`config.mk`:
```
export PLATFORM = sky130hd
export DESIGN_NAME = afifo_wr_mem
export DESIGN_NICKNAME = d
export VERILOG_FILES = /design/src/rtl/afifo_pkg.sv /design/src/rtl/afifo_sync2.sv /design/src/rtl/afifo_wr_mem.sv
export SDC_FILE = /design/constraint.sdc
export NUM_CORES = 1
export LEC_CHECK = 0
export CORE_UTILIZATION = 45
export DETAILED_ROUTE_END_ITERATION = 6
export GPL_TIMING_DRIVEN = 0
export HOLD_SLACK_MARGIN = 0.1
export PLACE_DENSITY_LB_ADDON = 0.15
export SLEW_MARGIN = 10
export SYNTH_ARGS = -nofsm -noshare
export SYNTH_HDL_FRONTEND = slang
export SYNTH_HIERARCHICAL = 1
export SYNTH_SLANG_ARGS = --single-unit
```
`constraint.sdc`:
```
create_clock -name w_clk -period 2.41 [get_ports w_clk]
set_clock_uncertainty 0.1 [all_clocks]
set_input_delay 0.3615 -clock w_clk [delete_from_list [all_inputs] [get_ports w_clk]]
set_output_delay 0.3615 -clock w_clk [all_outputs]
set_load 0.02 [all_outputs]
```
`src/rtl/afifo_pkg.sv`:
```
// Shared helpers for the asynchronous FIFO halves: pointer sizing and
// binary/Gray conversion on a 32-bit carrier (callers cast to pointer width).
package afifo_pkg;

    function automatic int depth_of(input int addr_w);
        return 1 << addr_w;
    endfunction

    // Pointers carry one extra wrap bit above the address bits.
    function automatic int ptr_w(input int addr_w);
        return addr_w + 1;
    endfunction

    function automatic logic [31:0] bin2gray(input logic [31:0] b);
        return b ^ (b >> 1);
    endfunction

    function automatic logic [31:0] gray2bin(input logic [31:0] g);
        logic [31:0] b;
        b[31] = g[31];
        for (int i = 30; i >= 0; i--) begin
            b[i] = b[i+1] ^ g[i];
        end
        return b;
    endfunction

endpackage

```
`src/rtl/afifo_sync2.sv`:
```
// Two-flop synchroniser for multi-bit Gray pointers crossing clock domains.
module afifo_sync2 #(
    parameter int WIDTH = 4
) (
    input  logic             clk,
    input  logic             rst,
    input  logic [WIDTH-1:0] d,
    output logic [WIDTH-1:0] q
);

    logic [WIDTH-1:0] meta;

    always_ff @(posedge clk or posedge rst) begin
        if (rst) begin
            meta <= '0;
            q    <= '0;
        end else begin
            meta <= d;
            q    <= meta;
        end
    end

endmodule

```
`src/rtl/afifo_wr_mem.sv`:
```
// Write-domain half of the async FIFO: storage, write pointer and full/level status.
// Optional packet commit (w_last/w_drop) is enabled by defining AFIFO_PKT_COMMIT_EN.
module afifo_wr_mem
    import afifo_pkg::*;
#(
    parameter int WIDTH     = 8,
    parameter int ADDR_W    = 3,
    parameter int AF_MARGIN = 2
) (
    input  logic              w_clk,
    input  logic              w_rst,
    input  logic              w_en,
    input  logic [WIDTH-1:0]  w_data,
`ifdef AFIFO_PKT_COMMIT_EN
    input  logic              w_last,
    input  logic              w_drop,
`endif
    output logic              full,
    output logic              almost_full,
    output logic [ADDR_W:0]   w_level,
    output logic              w_ovf,
    output logic [ADDR_W:0]   wptr_gray,
    input  logic [ADDR_W:0]   rptr_gray,
    input  logic [ADDR_W-1:0] r_addr,
    output logic [WIDTH-1:0]  r_data
);

    localparam int DEPTH = depth_of(ADDR_W);
    localparam int PTR_W = ptr_w(ADDR_W);

    logic [WIDTH-1:0] mem [DEPTH];
    logic [PTR_W-1:0] wptr_bin;
    logic [PTR_W-1:0] next_wptr;
    logic [PTR_W-1:0] gray_n;
    logic [PTR_W-1:0] rq2;
    logic [PTR_W-1:0] rbin_s;
    logic [PTR_W-1:0] level_n;
    logic             wr_acc;
    logic             ovf_n;

    afifo_sync2 #(.WIDTH(PTR_W)) u_rptr_sync (
        .clk (w_clk),
        .rst (w_rst),
        .d   (rptr_gray),
        .q   (rq2)
    );

    assign rbin_s = PTR_W'(gray2bin(32'(rq2)));

`ifdef AFIFO_PKT_COMMIT_EN
    logic [PTR_W-1:0] cptr_bin;
    logic [PTR_W-1:0] next_cptr;

    // A drop rewinds to the last committed packet boundary and discards any write.
    always_comb begin
        wr_acc    = w_en && !full && !w_drop;
        ovf_n     = w_en && full && !w_drop;
        next_wptr = wptr_bin;
        if (w_drop) begin
            next_wptr = cptr_bin;
        end else if (wr_acc) begin
            next_wptr = wptr_bin + 1'b1;
        end
        next_cptr = (wr_acc && w_last) ? next_wptr : cptr_bin;
        gray_n    = PTR_W'(bin2gray(32'(next_cptr)));
    end

    always_ff @(posedge w_clk or posedge w_rst) begin
        if (w_rst) begin
            cptr_bin <= '0;
        end else begin
            cptr_bin <= next_cptr;
        end
    end
`else
    always_comb begin
        wr_acc    = w_en && !full;
        ovf_n     = w_en && full;
        next_wptr = wr_acc ? wptr_bin + 1'b1 : wptr_bin;
        gray_n    = PTR_W'(bin2gray(32'(next_wptr)));
    end
`endif

    assign level_n = next_wptr - rbin_s;

    always_ff @(posedge w_clk or posedge w_rst) begin
        if (w_rst) begin
            wptr_bin    <= '0;
            wptr_gray   <= '0;
            full        <= 1'b0;
            almost_full <= 1'b0;
            w_level     <= '0;
            w_ovf       <= 1'b0;
        end else begin
            wptr_bin    <= next_wptr;
            wptr_gray   <= gray_n;
            full        <= (level_n == PTR_W'(DEPTH));
            almost_full <= (level_n >= PTR_W'(DEPTH - AF_MARGIN));
            w_level     <= level_n;
            w_ovf       <= ovf_n;
        end
    end

    // Storage is intentionally not reset; the read domain is reset alongside.
    always_ff @(posedge w_clk) begin
        if (wr_acc) begin
            mem[wptr_bin[ADDR_W-1:0]] <= w_data;
        end
    end

    assign r_data = mem[r_addr];

endmodule

```
Word-level counts from Yosys, hierarchy flattened
Memory sizes are Yosys's and may differ from the RTL's.
Cells that the tools add are included.
{"block": "op_classes", "addsub": 2, "order_cmp": 1, "eq_ne": 1, "muxes": 3, "n_bitwise": 4, "n_reduce_logical": 3}
{"operator": "adder 4 x 1 -> 4 bit, second input constant", "count": 1}
{"operator": "== test 4 bit, second input constant", "count": 1}
{"operator": ">= comparator 4 x 3 -> 1 bit, second input constant", "count": 1}
{"operator": "two-way mux 4 bit", "count": 1}
{"operator": "subtractor 4 bit", "count": 1}
{"operator": "XOR 4 x 3 -> 4 bit", "count": 1}
{"operator": "XOR 1 bit", "count": 3}
{"operator": "logical AND 1 bit", "count": 2}
{"operator": "two-way mux 1 bit", "count": 2}
{"operator": "zero test 1 bit", "count": 1}
{"block": "word_totals", "ff_bits": 23, "ram_bits": 64, "word_cells": 23, "mem_count": 1}
{"name": "mem", "words": 8, "width": 8, "read_ports": 1, "rd_ports_with_merged_regs": 0, "wr": 1, "line_no": "afifo_wr_mem.sv:31", "text": "logic [WIDTH-1:0] mem [DEPTH];"}

Logic depth before layout (Yosys ltp)
Gate-level depths: netlist of the first run.
{"block": "depth", "depth_word": 5, "ltp_mapped": 9, "ltp_nobuf": 9}

Hierarchy
The synthesis of the first run kept the hierarchy.
{"mod": "afifo_wr_mem", "instances": 1, "cells_each": 166, "area_per_inst_um2": 3188.1}
{"mod": "afifo_sync2", "instances": 1, "cells_each": 9, "area_per_inst_um2": 203.9}

Least setup slack after synthesis of the first run
Ideal clock, no wire load.
{"block": "synth_path", "path_kind": "reg-to-reg", "startpoint": "register full", "endpoint": "register full", "setup_ps": 131, "arrival_ps": 2335, "required_ps": 2179, "path_slack_ps": -156, "path_stages_with_launch": 10, "path_buffers": 0, "synth_period_minus_slack_ps": 2566, "cell_sequence": "dfrtp_1 nand2b_2 mux2i_1 inv_1 ha_1 nor2b_1 nor3b_1 nor2_1 xnor2_1 o22ai_2"}
{"block": "synth_via", "elab_chain_len": 5}
{"item": "start: declaration", "line_no": "afifo_wr_mem.sv:18", "text": "output logic full,"}
{"item": "start signal: assignment", "line_no": "afifo_wr_mem.sv:97", "text": "full <= (level_n == PTR_W'(DEPTH));"}
{"item": "zero test 1 bit", "line_no": "afifo_wr_mem.sv:77", "text": "wr_acc = w_en && !full;"}
{"item": "logical AND 1 bit", "line_no": "afifo_wr_mem.sv:77"}
{"item": "two-way mux 4 bit", "line_no": "afifo_wr_mem.sv:79", "text": "next_wptr = wr_acc ? wptr_bin + 1'b1 : wptr_bin;"}
{"item": "via next_wptr[1]", "line_no": "afifo_wr_mem.sv:33", "text": "logic [PTR_W-1:0] next_wptr;"}
{"item": "subtractor 4 bit", "line_no": "afifo_wr_mem.sv:84", "text": "assign level_n = next_wptr - rbin_s;"}
{"item": "== test 4 bit", "line_no": "afifo_wr_mem.sv:97"}
The timed path passes the listed nets, and every way through them passes these cells.

Final worst setup path of the first run
{"block": "layout_path", "startpoint": "register u_rptr_sync.q[2]", "endpoint": "register full"}
{"block": "layout_via", "elab_chain_len": 5}
{"item": "start: declaration", "line_no": "afifo_sync2.sv:8", "text": "output logic [WIDTH-1:0] q"}
{"item": "start signal: assignment", "line_no": "afifo_sync2.sv:19", "text": "q <= meta;"}
{"item": "XOR 1 bit * (2 in a row)", "line_no": "afifo_pkg.sv:22", "text": "b[i] = b[i+1] ^ g[i];"}
{"item": "XOR 1 bit", "line_no": "afifo_pkg.sv:22"}
{"item": "subtractor 4 bit *", "line_no": "afifo_wr_mem.sv:84"}
{"item": "via level_n[1]", "line_no": "afifo_wr_mem.sv:37", "text": "logic [PTR_W-1:0] level_n;"}
{"item": "== test 4 bit *", "line_no": "afifo_wr_mem.sv:97"}
The timed path passes the listed nets; every way through them passes the cells marked *.

==> key figures, run 1 <==
Run status
  – Status: complete, but fails checks
  – Failing checks: negative setup slack

Synth
  – Avg Cell Area, Syn: 19.4 um2
  – Yosys top cell area share: 56.7%
  – Synth Area in XOR/XNOR: 3.80%
  – #FFs+latches synth: 86
  – Cell Area, Synth: 0.00339 mm2
  – Share of the yosys chip area belonging to registers: 72.9%
  – Adder and majority gate portion of the synthesized area: 1.70%
  – Largest family of logic cells by synthesized area: multiplexers
  – Mux share of post-synthesis cell area: 14.2%
  – Mapped Nets: 197
  – Simple-Gate Fraction of Synth Area: 4.21%
  – Yosys warning count: 6
  – Synth area leader: edfxtp_1
  – Synth area leaders: edfxtp_1, dfrtp_1, mux4_2, mux2_2, xnor2_1
  – Synth unique cells: 37
  – Post-synthesis compound-gate area fraction: 1.40%
  – Mapped Cells: 175

Layout
  – Layout cells sized above 1: 33.5%
  – Final instance area: 0.00421 mm2
  – Final nets: 253
  – P&R area growth vs syn: 24.1%
  – N_diodes: 0
  – Fin util: 58.0%

Power and ir drop
  – Total power: 4.61 mW
  – Leakage: 1.51 nW
  – Max VDD drop: 0.000830 V
  – Power Density: 1090 mW/mm2

Setup path
  – CP Max Fanout: 2
  – Max incr delay on CP: 0.53 ns
  – Critical path endpoint category: flip-flop
  – CP max-delay cell: fa_1
  – Worst path required time: 2.58 ns
  – CP Cell Sequence: xor2_2 > xnor2_2 > xnor2_1 > ha_2 > fa_1 > inv_2 > or4_4 > o22ai_2
  – Worst Setup Path Type: reg2reg
  – Startpoint types: flip-flop
  – Critical path arrival: 2.63 ns

STA
  – Worst slew margin: 29.6%
  – RSZ-0062 raised after global routing: yes
  – Fmax: 406 MHz
  – Final Critical Period: 2.46 ns
  – Final hold vios: 0
  – Max-slew violation count: 0
  – Final Cycle Share: 102%
  – Hold slack: 0.167 ns
  – Fin Setup TNS: -0.0511 ns
  – Post-route setup slack: -0.0511 ns
  – Worst-margin pin slew: 1.05 ns
  – # setup viols final: 1

Floorplan
  – Chip Height: 88.8 um
  – # rows: 31
  – Core ar.: 0.00725 mm2
  – Io pins: 37
  – Die ar.: 0.00789 mm2
  – Die width: 88.8 um
  – Initial Utilization: 46.8%

CTS
  – CTS tree: yes
  – CTS Buffer Depth: 2
  – Hold Buf Count CTS: 0
  – H-tree depth: 3
  – Clock root cell: clkbuf_8
  – # clock sinks: 86
  – Clk_lat worst skew: 0.35 ns
  – Clk slew on worst S/H paths: 0.08 ns
  – CTS Buf Count: 9

Place
  – Placed inst area: 0.00391 mm2
  – GP Congestion: 0.766
  – PortBufs: 33
  – Half-perimeter wire length after placement: 4.26 mm

Routing
  – Initial detailed-routing violation count: 77
  – DR pass1 iterations: 4
  – Routed wire length: 6.26 mm
  – Avg WL per Cell: 18.7 um
  – DRC: 0
  – Vias per inst: 5.11
  – Routed Antenna Nets: 0
  – Vias: 1,711

Run
  – Max_cap viols: 0

Worst hold path
  – HP Class: in2async

GRT
  – Initial antenna violation count: 0
  – Global-route wire length before repair: 9.58 mm
  – Vias in the first global route: 1,849
  – GRT Util Overall: 18.1%
  – Largest net degree at the start of global routing: 16
  – Grt ovf: 0
[through the flow]
step | cells | worst slack (ns)
5_1_grt | 335 | -0.140
3_5_place_dp | 309 | -0.649
3_3_place_gp | 307 | -0.991
6_report | 335 | -0.0511
2_1_floorplan | 175 | 0.0120
4_1_cts | 331 | -0.0864
[report_power, final]
part | internal, mW | switching [mW] | leakage, nW
sequential | 1.89 | 0.104 | 0.839
combinational | 0.753 | 0.866 | 0.575
clock | 0.486 | 0.511 | 0.0931
[worst max-delay path, delay by kind of cell, from the launching register on]
family                   cells  cell delay (ns)
buffers and inverters        1             0.05
AND/OR/NAND/NOR              1             0.50
XOR/XNOR                     3             0.49
flip-flops                   1             0.41
adder cells (fa/ha/maj)      2             0.72
AO/OA/AOI/OAI                1             0.11
[flip-flops by register name (all words and copies together) (netlist names)]
name and count:
mem 64, u_rptr_sync/q 4, wptr_bin 4, wptr_gray 3, almost_full 1, w_ovf 1
u_rptr_sync/meta 4, w_level 4, full 1
[cell usage after synthesis (all sizes together)]
master / n
nand4: 1
or4: 1
o22ai: 1
clkbuf: 1
mux2: 8
nor2b: 1
nor3b: 1
ha: 3
buf: 5
nor3: 1
nand3b: 2
nand2b: 2
mux2i: 3
and2: 1
xnor2: 7
nand2: 3
nor2: 8
o211ai: 1
o21ai: 1
edfxtp: 64
xor2: 6
or3b: 1
fa: 1
o21a: 2
inv: 9
mux4: 16
nor4: 2
o31ai: 1
dfrtp: 22
[what timing repair did]
| item | 4_1_cts | 5_1_grt |
|---|---|---|
| endpoints found under the setup margin | 11 | 3 |
| resized for setup | 20 | 2 |
| pin swaps | 3 | 2 |
| setup buffers | 6 | 4 |
[cells in the final DEF (no fill, tap or decap), drive strengths merged, types with 2 or more instances in the layout]
cell / count
edfxtp: 64
clkdlybuf4s50: 24
dfrtp: 22
buf: 17
mux4: 16
clkbuf: 11
inv: 10
dlygate4sd2: 9
mux2: 8
nor2: 8
xnor2: 7
xor2: 6
nand2: 3
mux2i: 3
ha: 3
o21a: 2
nor4: 2
clkinvlp: 2
clkinv: 2
nand2b: 2
nand3b: 2
[final timing paths]
kind	from	to	slack [ns]	cells after the start
max in group asynchronous	w_rst	wptr_bin[1]	1.57	2
min in group w_clk	u_rptr_sync/meta[1]	u_rptr_sync/q[1]	0.26	0
setup reg to reg	u_rptr_sync/q[2]	full	-0.05	8
hold reg to reg	u_rptr_sync/meta[1]	u_rptr_sync/q[1]	0.26	0
setup / recovery	u_rptr_sync/q[2]	full	-0.05	8
hold / removal	w_rst	u_rptr_sync/meta[3]	0.17	2
[layout make-up]
type / instances / area (um2)
fill: 555 / 3050
sequential: 86 / 2470
multi-input combinational: 74 / 923
timing repair buffer: 45 / 409
clock buffer: 10 / 128
tap: 99 / 124
clock inverter: 6 / 71.3
buffer: 6 / 43.8
inverter: 9 / 33.8
[routing by layer]
layer / part of all wire (%) / track usage (%) / vias up
li1: - / - / 778
met2: 54 / 31.5 / 49
met5: 0 / 0 / -
met4: 4.1 / 12.2 / 0
met1: 38 / 20.2 / 863
met3: 3.7 / 3.54 / 21
[kinds of logic after synthesis]
group,after synthesis
flip-flops,86
multiplexers,27
AND/OR/NAND/NOR,24
buffers and inverters,15
XOR/XNOR,13
AO/OA/AOI/OAI,6
adder cells (fa/ha/maj),4
Power figures use the tool's default switching activity.
==> run 2, diff against run 1 <==
CTS_BUF_LIST = sky130_fd_sc_hd__clkbuf_8   (was default)
PLACE_DENSITY = 0.68   (was default)
PLACE_DENSITY_LB_ADDON = default   (was 0.15)
SLEW_MARGIN = default   (was 10)
==> run 2 against run 1 <==
Net effect:
- the flow still finishes with violations (negative setup slack)
- final cell count increased by 0.60%
- utilization increased by 0.22 points
- via count decreased by 1.3%
- cell area increased by 0.39%
- critical path depth unchanged
- power decreased by 0.41%
- setup slack got worse by 0.0066 ns
- combinational power about the same
- critical path type unchanged
- highest routed layer unchanged
==> key figures, run 2 (synthesis results as in run 1) <==
Run status
  – Status: complete, but fails checks
  – Failing checks: negative setup slack

CTS
  – # clock sinks: 86
  – CTS Buf Count: 9
  – H-tree depth: 3
  – CTS tree: yes
  – Clk_lat worst skew: 0.35 ns
  – Hold Buf Count CTS: 0
  – Clk slew on worst S/H paths: 0.09 ns
  – Clock root cell: clkbuf_8
  – CTS Buffer Depth: 2

GRT
  – Vias in the first global route: 1,786
  – GRT Util Overall: 16.9%
  – Largest net degree at the start of global routing: 16
  – Initial antenna violation count: 0
  – Global-route wire length before repair: 9.08 mm
  – Grt ovf: 0

Routing
  – DRC: 0
  – Routed Antenna Nets: 0
  – DR pass1 iterations: 6
  – Vias per inst: 5.01
  – Routed wire length: 5.82 mm
  – Vias: 1,689
  – Initial detailed-routing violation count: 72
  – Avg WL per Cell: 17.3 um

Setup path
  – Critical path arrival: 2.64 ns
  – Reg-to-reg setup timing slack: -0.06 ns
  – R2r endpoint: full
  – CP Max Fanout: 2
  – Startpoint types: flip-flop
  – Worst R2R Path Depth: 8
  – Worst Setup Path Type: reg2reg
  – CP Cell Sequence: xor2_2 > xnor2_2 > xnor2_1 > ha_2 > fa_1 > inv_2 > or4_4 > o22ai_2
  – Worst path required time: 2.58 ns
  – RR Startpoint: u_rptr_sync/q[3]
  – CP max-delay cell: fa_1
  – Critical path endpoint category: flip-flop
  – Max incr delay on CP: 0.52 ns

Layout
  – Final nets: 255
  – Commonest cells after routing, fill and taps aside: edfxtp_1, clkdlybuf4s50_1, dfrtp_1
  – Layout cells sized above 1: 34.0%
  – Commonest non-fill, non-tap cell in the layout: edfxtp_1
  – Final instance area: 0.00422 mm2
  – Number of flip-flops under the largest register name: 64
  – N_diodes: 0
  – P&R area growth vs syn: 24.5%
  – Finished Layout Cells: 337

STA
  – Worst slew margin: 40.5%
  – # setup viols final: 1
  – Worst-margin pin slew: 0.889 ns
  – Fmax: 405 MHz
  – Final hold vios: 0
  – Final Cycle Share: 102%
  – Fin Setup TNS: -0.0577 ns
  – Final Critical Period: 2.47 ns
  – Post-route setup slack: -0.0577 ns
  – Max-slew violation count: 0
  – Hold slack: 0.157 ns
  – RSZ-0062 raised after global routing: yes

Worst hold path
  – HP Class: in2async

Power and ir drop
  – Power Density: 1090 mW/mm2
  – Leakage: 1.53 nW
  – Max VDD drop: 0.000770 V

Floorplan
  – Initial Utilization: 46.8%
  – Core ar.: 0.00725 mm2
  – Die ar.: 0.00789 mm2
  – Die width: 88.8 um
  – Chip Height: 88.8 um
  – Io pins: 37
  – # rows: 31

Place
  – Placed inst area: 0.00391 mm2
  – Half-perimeter wire length after placement: 3.83 mm
  – PortBufs: 33
  – GP Congestion: 0.731
  – Cells after DPL: 309

Run
  – Max_cap viols: 0
==> run 2: cell types whose count changed in the layout (fill, tap and decap cells not counted), sizes merged <==
cell,change
inv,+4
buf,+2
clkinvlp,-2
clkbuf,-1
clkinv,-1
==> run 2: stage by stage <==
| step | utilization (%) | setup WS (ns) | total power, mW |
|---|---|---|---|
| 3_3_place_gp | 53.5 | -0.852 | 3.41 |
| 4_1_cts | 57.6 | -0.105 | 4.56 |
| 3_5_place_dp | 53.9 | -0.604 | 3.45 |
| 6_report | 58.2 | -0.0577 | 4.59 |
| 2_1_floorplan | - | 0.0120 | 2.97 |
| 5_1_grt | 58.2 | -0.114 | 4.83 |
==> run 2: timing repair <==
item | in CTS | in global routing
hold endpoints to repair | 0 | 0
setup endpoints to repair | 11 | 3
resized for setup | 20 | 3
buffers inserted | 8 | 4
pin swaps | 6 | 5
==> run 2: how the worst max path moves through the flow <==
stage                startpoint   endpoint  slack, ns
3_3_place_gp               w_en  mem[1][3]      -0.85
3_5_place_dp          r_addr[1]  r_data[7]      -0.60
2_1_floorplan  u_rptr_sync/q[3]       full       0.01
6_report       u_rptr_sync/q[3]       full      -0.06
4_1_cts        u_rptr_sync/q[2]       full      -0.11
5_1_grt        u_rptr_sync/q[3]       full      -0.11
==> run 2: critical path: cells and delay by family (launching register included) <==
family	cells	cell delay, ns
AO/OA/AOI/OAI	1	0.10
XOR/XNOR	3	0.49
adder cells (fa/ha/maj)	2	0.71
buffers and inverters	1	0.05
flip-flops	1	0.42
AND/OR/NAND/NOR	1	0.50
==> run 2: layout make-up <==
type                       count  area (um2)
clock inverter                 7        70.1
timing repair buffer          47         424
sequential                    86        2470
buffer                         6        46.3
tap                           99         124
fill                         570        3030
inverter                       9        33.8
multi-input combinational     74         927
clock buffer                   9         124
==> run 2: routing by layer <==
layer	vias to the layer above	global-route usage, %	wire length [um]
met2	40	27.9	3090
li1	789	-	-
met5	-	0	0
met1	847	20.2	2420
met4	0	10.3	127
met3	13	4.01	193
==> run 2: power breakdown <==
part	internal, mW	leakage [nW]	total (mW)	switching [mW]
clock network	0.482	0.106	0.990	0.508
logic	0.773	0.586	1.62	0.843
registers	1.89	0.839	1.98	0.0941
==> run 3, diff against run 2 <==
PLACE_DENSITY = default   (was 0.68)
PLACE_DENSITY_LB_ADDON = 0.3   (was default)
SKIP_LAST_GASP = 1   (was default)
==> run 3 against run 2 <==
Net effect:
- utilization down 0.26 points
- final cell count down 0.89%
- hold slack better by 0.019 ns
- the flow still finishes with violations (negative setup slack)
- global-route usage is 0.10 points lower
- sequential share of layout area increased by 0.26 points
- die area did not move
==> key figures, run 3 (synthesis results as in run 1) <==
Run status
  – Failing checks: negative setup slack
  – Status: complete, but fails checks

Layout
  – Number of flip-flops under the largest register name: 64
  – # fillers: 557
  – Final nets: 253
  – Commonest non-fill, non-tap cell in the layout: edfxtp_1
  – P&R area growth vs syn: 24.0%
  – Commonest cells after routing, fill and taps aside: edfxtp_1, clkdlybuf4s50_1, dfrtp_1
  – N_diodes: 0
  – Fin util: 58.0%
  – Layout cells sized above 1: 32.8%
  – Final instance area: 0.00421 mm2

Power and ir drop
  – Combinational share of power: 34.8%
  – Seq pwr share: 44.0%
  – Switching power: 1.43 mW
  – Leakage: 1.51 nW
  – Internal Power: 3.10 mW
  – Max VDD drop: 0.000718 V
  – Power Density: 1080 mW/mm2
  – Clk network pwr share: 21.2%
  – Switching share of power: 31.5%

Place
  – GP Congestion: 0.736
  – PortBufs: 33
  – Half-perimeter wire length after placement: 3.78 mm
  – Post-Place Worst Slack: -0.598 ns
  – Placed inst area: 0.00391 mm2

Routing
  – Vias: 1,695
  – Avg WL per Cell: 17.4 um
  – DR pass1 iterations: 4
  – Routed wire length: 5.82 mm
  – Routed Antenna Nets: 0
  – Vias per inst: 5.07
  – Initial detailed-routing violation count: 162
  – DRC: 0

Floorplan
  – Initial Utilization: 46.8%
  – Core ar.: 0.00725 mm2
  – # rows: 31
  – Die ar.: 0.00789 mm2
  – Chip Height: 88.8 um
  – Io pins: 37
  – Die width: 88.8 um

CTS
  – CTS tree: yes
  – H-tree depth: 3
  – Clk_lat worst skew: 0.34 ns
  – Clk slew on worst S/H paths: 0.08 ns
  – # clock sinks: 86
  – CTS Buffer Depth: 2
  – CTS Buf Count: 9
  – Clock root cell: clkbuf_8
  – Hold Buf Count CTS: 0

GRT
  – Global-route wire length before repair: 9.03 mm
  – GRT Util Overall: 16.8%
  – Initial antenna violation count: 0
  – Grt ovf: 0
  – Largest net degree at the start of global routing: 15
  – Vias in the first global route: 1,730

STA
  – Final Critical Period: 2.48 ns
  – Max-slew violation count: 0
  – Worst slew margin: 35.7%
  – Fmax: 403 MHz
  – RSZ-0062 raised after global routing: yes
  – Final Cycle Share: 103%
  – Post-route setup slack: -0.0721 ns
  – Final hold vios: 0
  – # setup viols final: 1
  – Worst-margin pin slew: 0.961 ns

Setup path
  – Critical path endpoint category: flip-flop
  – Reg-to-reg setup timing slack: -0.07 ns
  – RR Startpoint: u_rptr_sync/q[3]
  – R2r endpoint: full
  – Worst path required time: 2.58 ns
  – Worst R2R Path Depth: 8
  – Worst Setup Path Type: reg2reg
  – Critical Path Source: u_rptr_sync/q[3]
  – CP Max Fanout: 3
  – Critical path arrival: 2.65 ns
  – Startpoint types: flip-flop

Worst hold path
  – HP Class: in2async

Run
  – Max_cap viols: 0
## run 3: cell type report
cell class                 count  area, um2  share of cell area [%]
buffer                         6       46.3                    1.10
clock buffer                   9        124                    2.95
clock inverter                 6       63.8                    1.52
inverter                       9       33.8                   0.803
multi-input combinational     74        930                    22.1
sequential                    86       2470                    58.9
tap                           99        124                    2.95
timing repair buffer          45        409                    9.73
## run 3: critical path, cell delays in order, from the launching register on
cell     delay (ns)
dfrtp_1        0.42
xor2_2         0.21
xnor2_2        0.15
xnor2_1        0.14
ha_2           0.19
fa_1           0.54
inv_2          0.06
or4_4          0.51
o22ai_2        0.09
## run 3: power groups by stage
stage	combinational [mW]	clock, mW	sequential, mW
2_1_floorplan	0.874	0	2.10
3_3_place_gp	1.38	0	2.02
3_5_place_dp	1.41	0	2.04
4_1_cts	1.48	0.976	2.01
5_1_grt	1.73	1.03	2.02
6_report	1.58	0.962	2.00
## run 3: how the worst max path moves through the flow
stage          cells past startpoint        end  slack (ns)
2_1_floorplan                      8       full        0.01
3_3_place_gp                       3  mem[1][2]       -0.80
3_5_place_dp                       5  r_data[4]       -0.60
4_1_cts                            8       full       -0.12
5_1_grt                            8       full       -0.15
6_report                           8       full       -0.07
## run 3: repair_timing
item | in CTS | in global routing
setup buffers | 6 | 4
endpoints found under the setup margin | 11 | 3
gates resized for setup | 22 | 2
pin swaps | 5 | 4
hold endpoints to repair | 0 | 0
## run 3: stage by stage
| step | total power, mW | instances | hold slack, ns | setup TNS [ns] |
|---|---|---|---|---|
| detailed placement | 3.44 | 309 | 0.240 | -6.20 |
| finish | 4.53 | 334 | 0.175 | -0.0721 |
| global route | 4.77 | 334 | 0.208 | -0.260 |
| CTS | 4.46 | 330 | 0.176 | -0.115 |
| floorplan | 2.97 | 175 | 0.0772 | 0 |
| global placement | 3.40 | 307 | 0.232 | -17.72 |
## run 3: routing by layer
metal / global-route usage (%) / part of all wire (%)
met1: 21.7 / 43
met2: 26.6 / 51
met5: 0 / 0
met4: 9.82 / 2.6
met3: 3.26 / 3.4
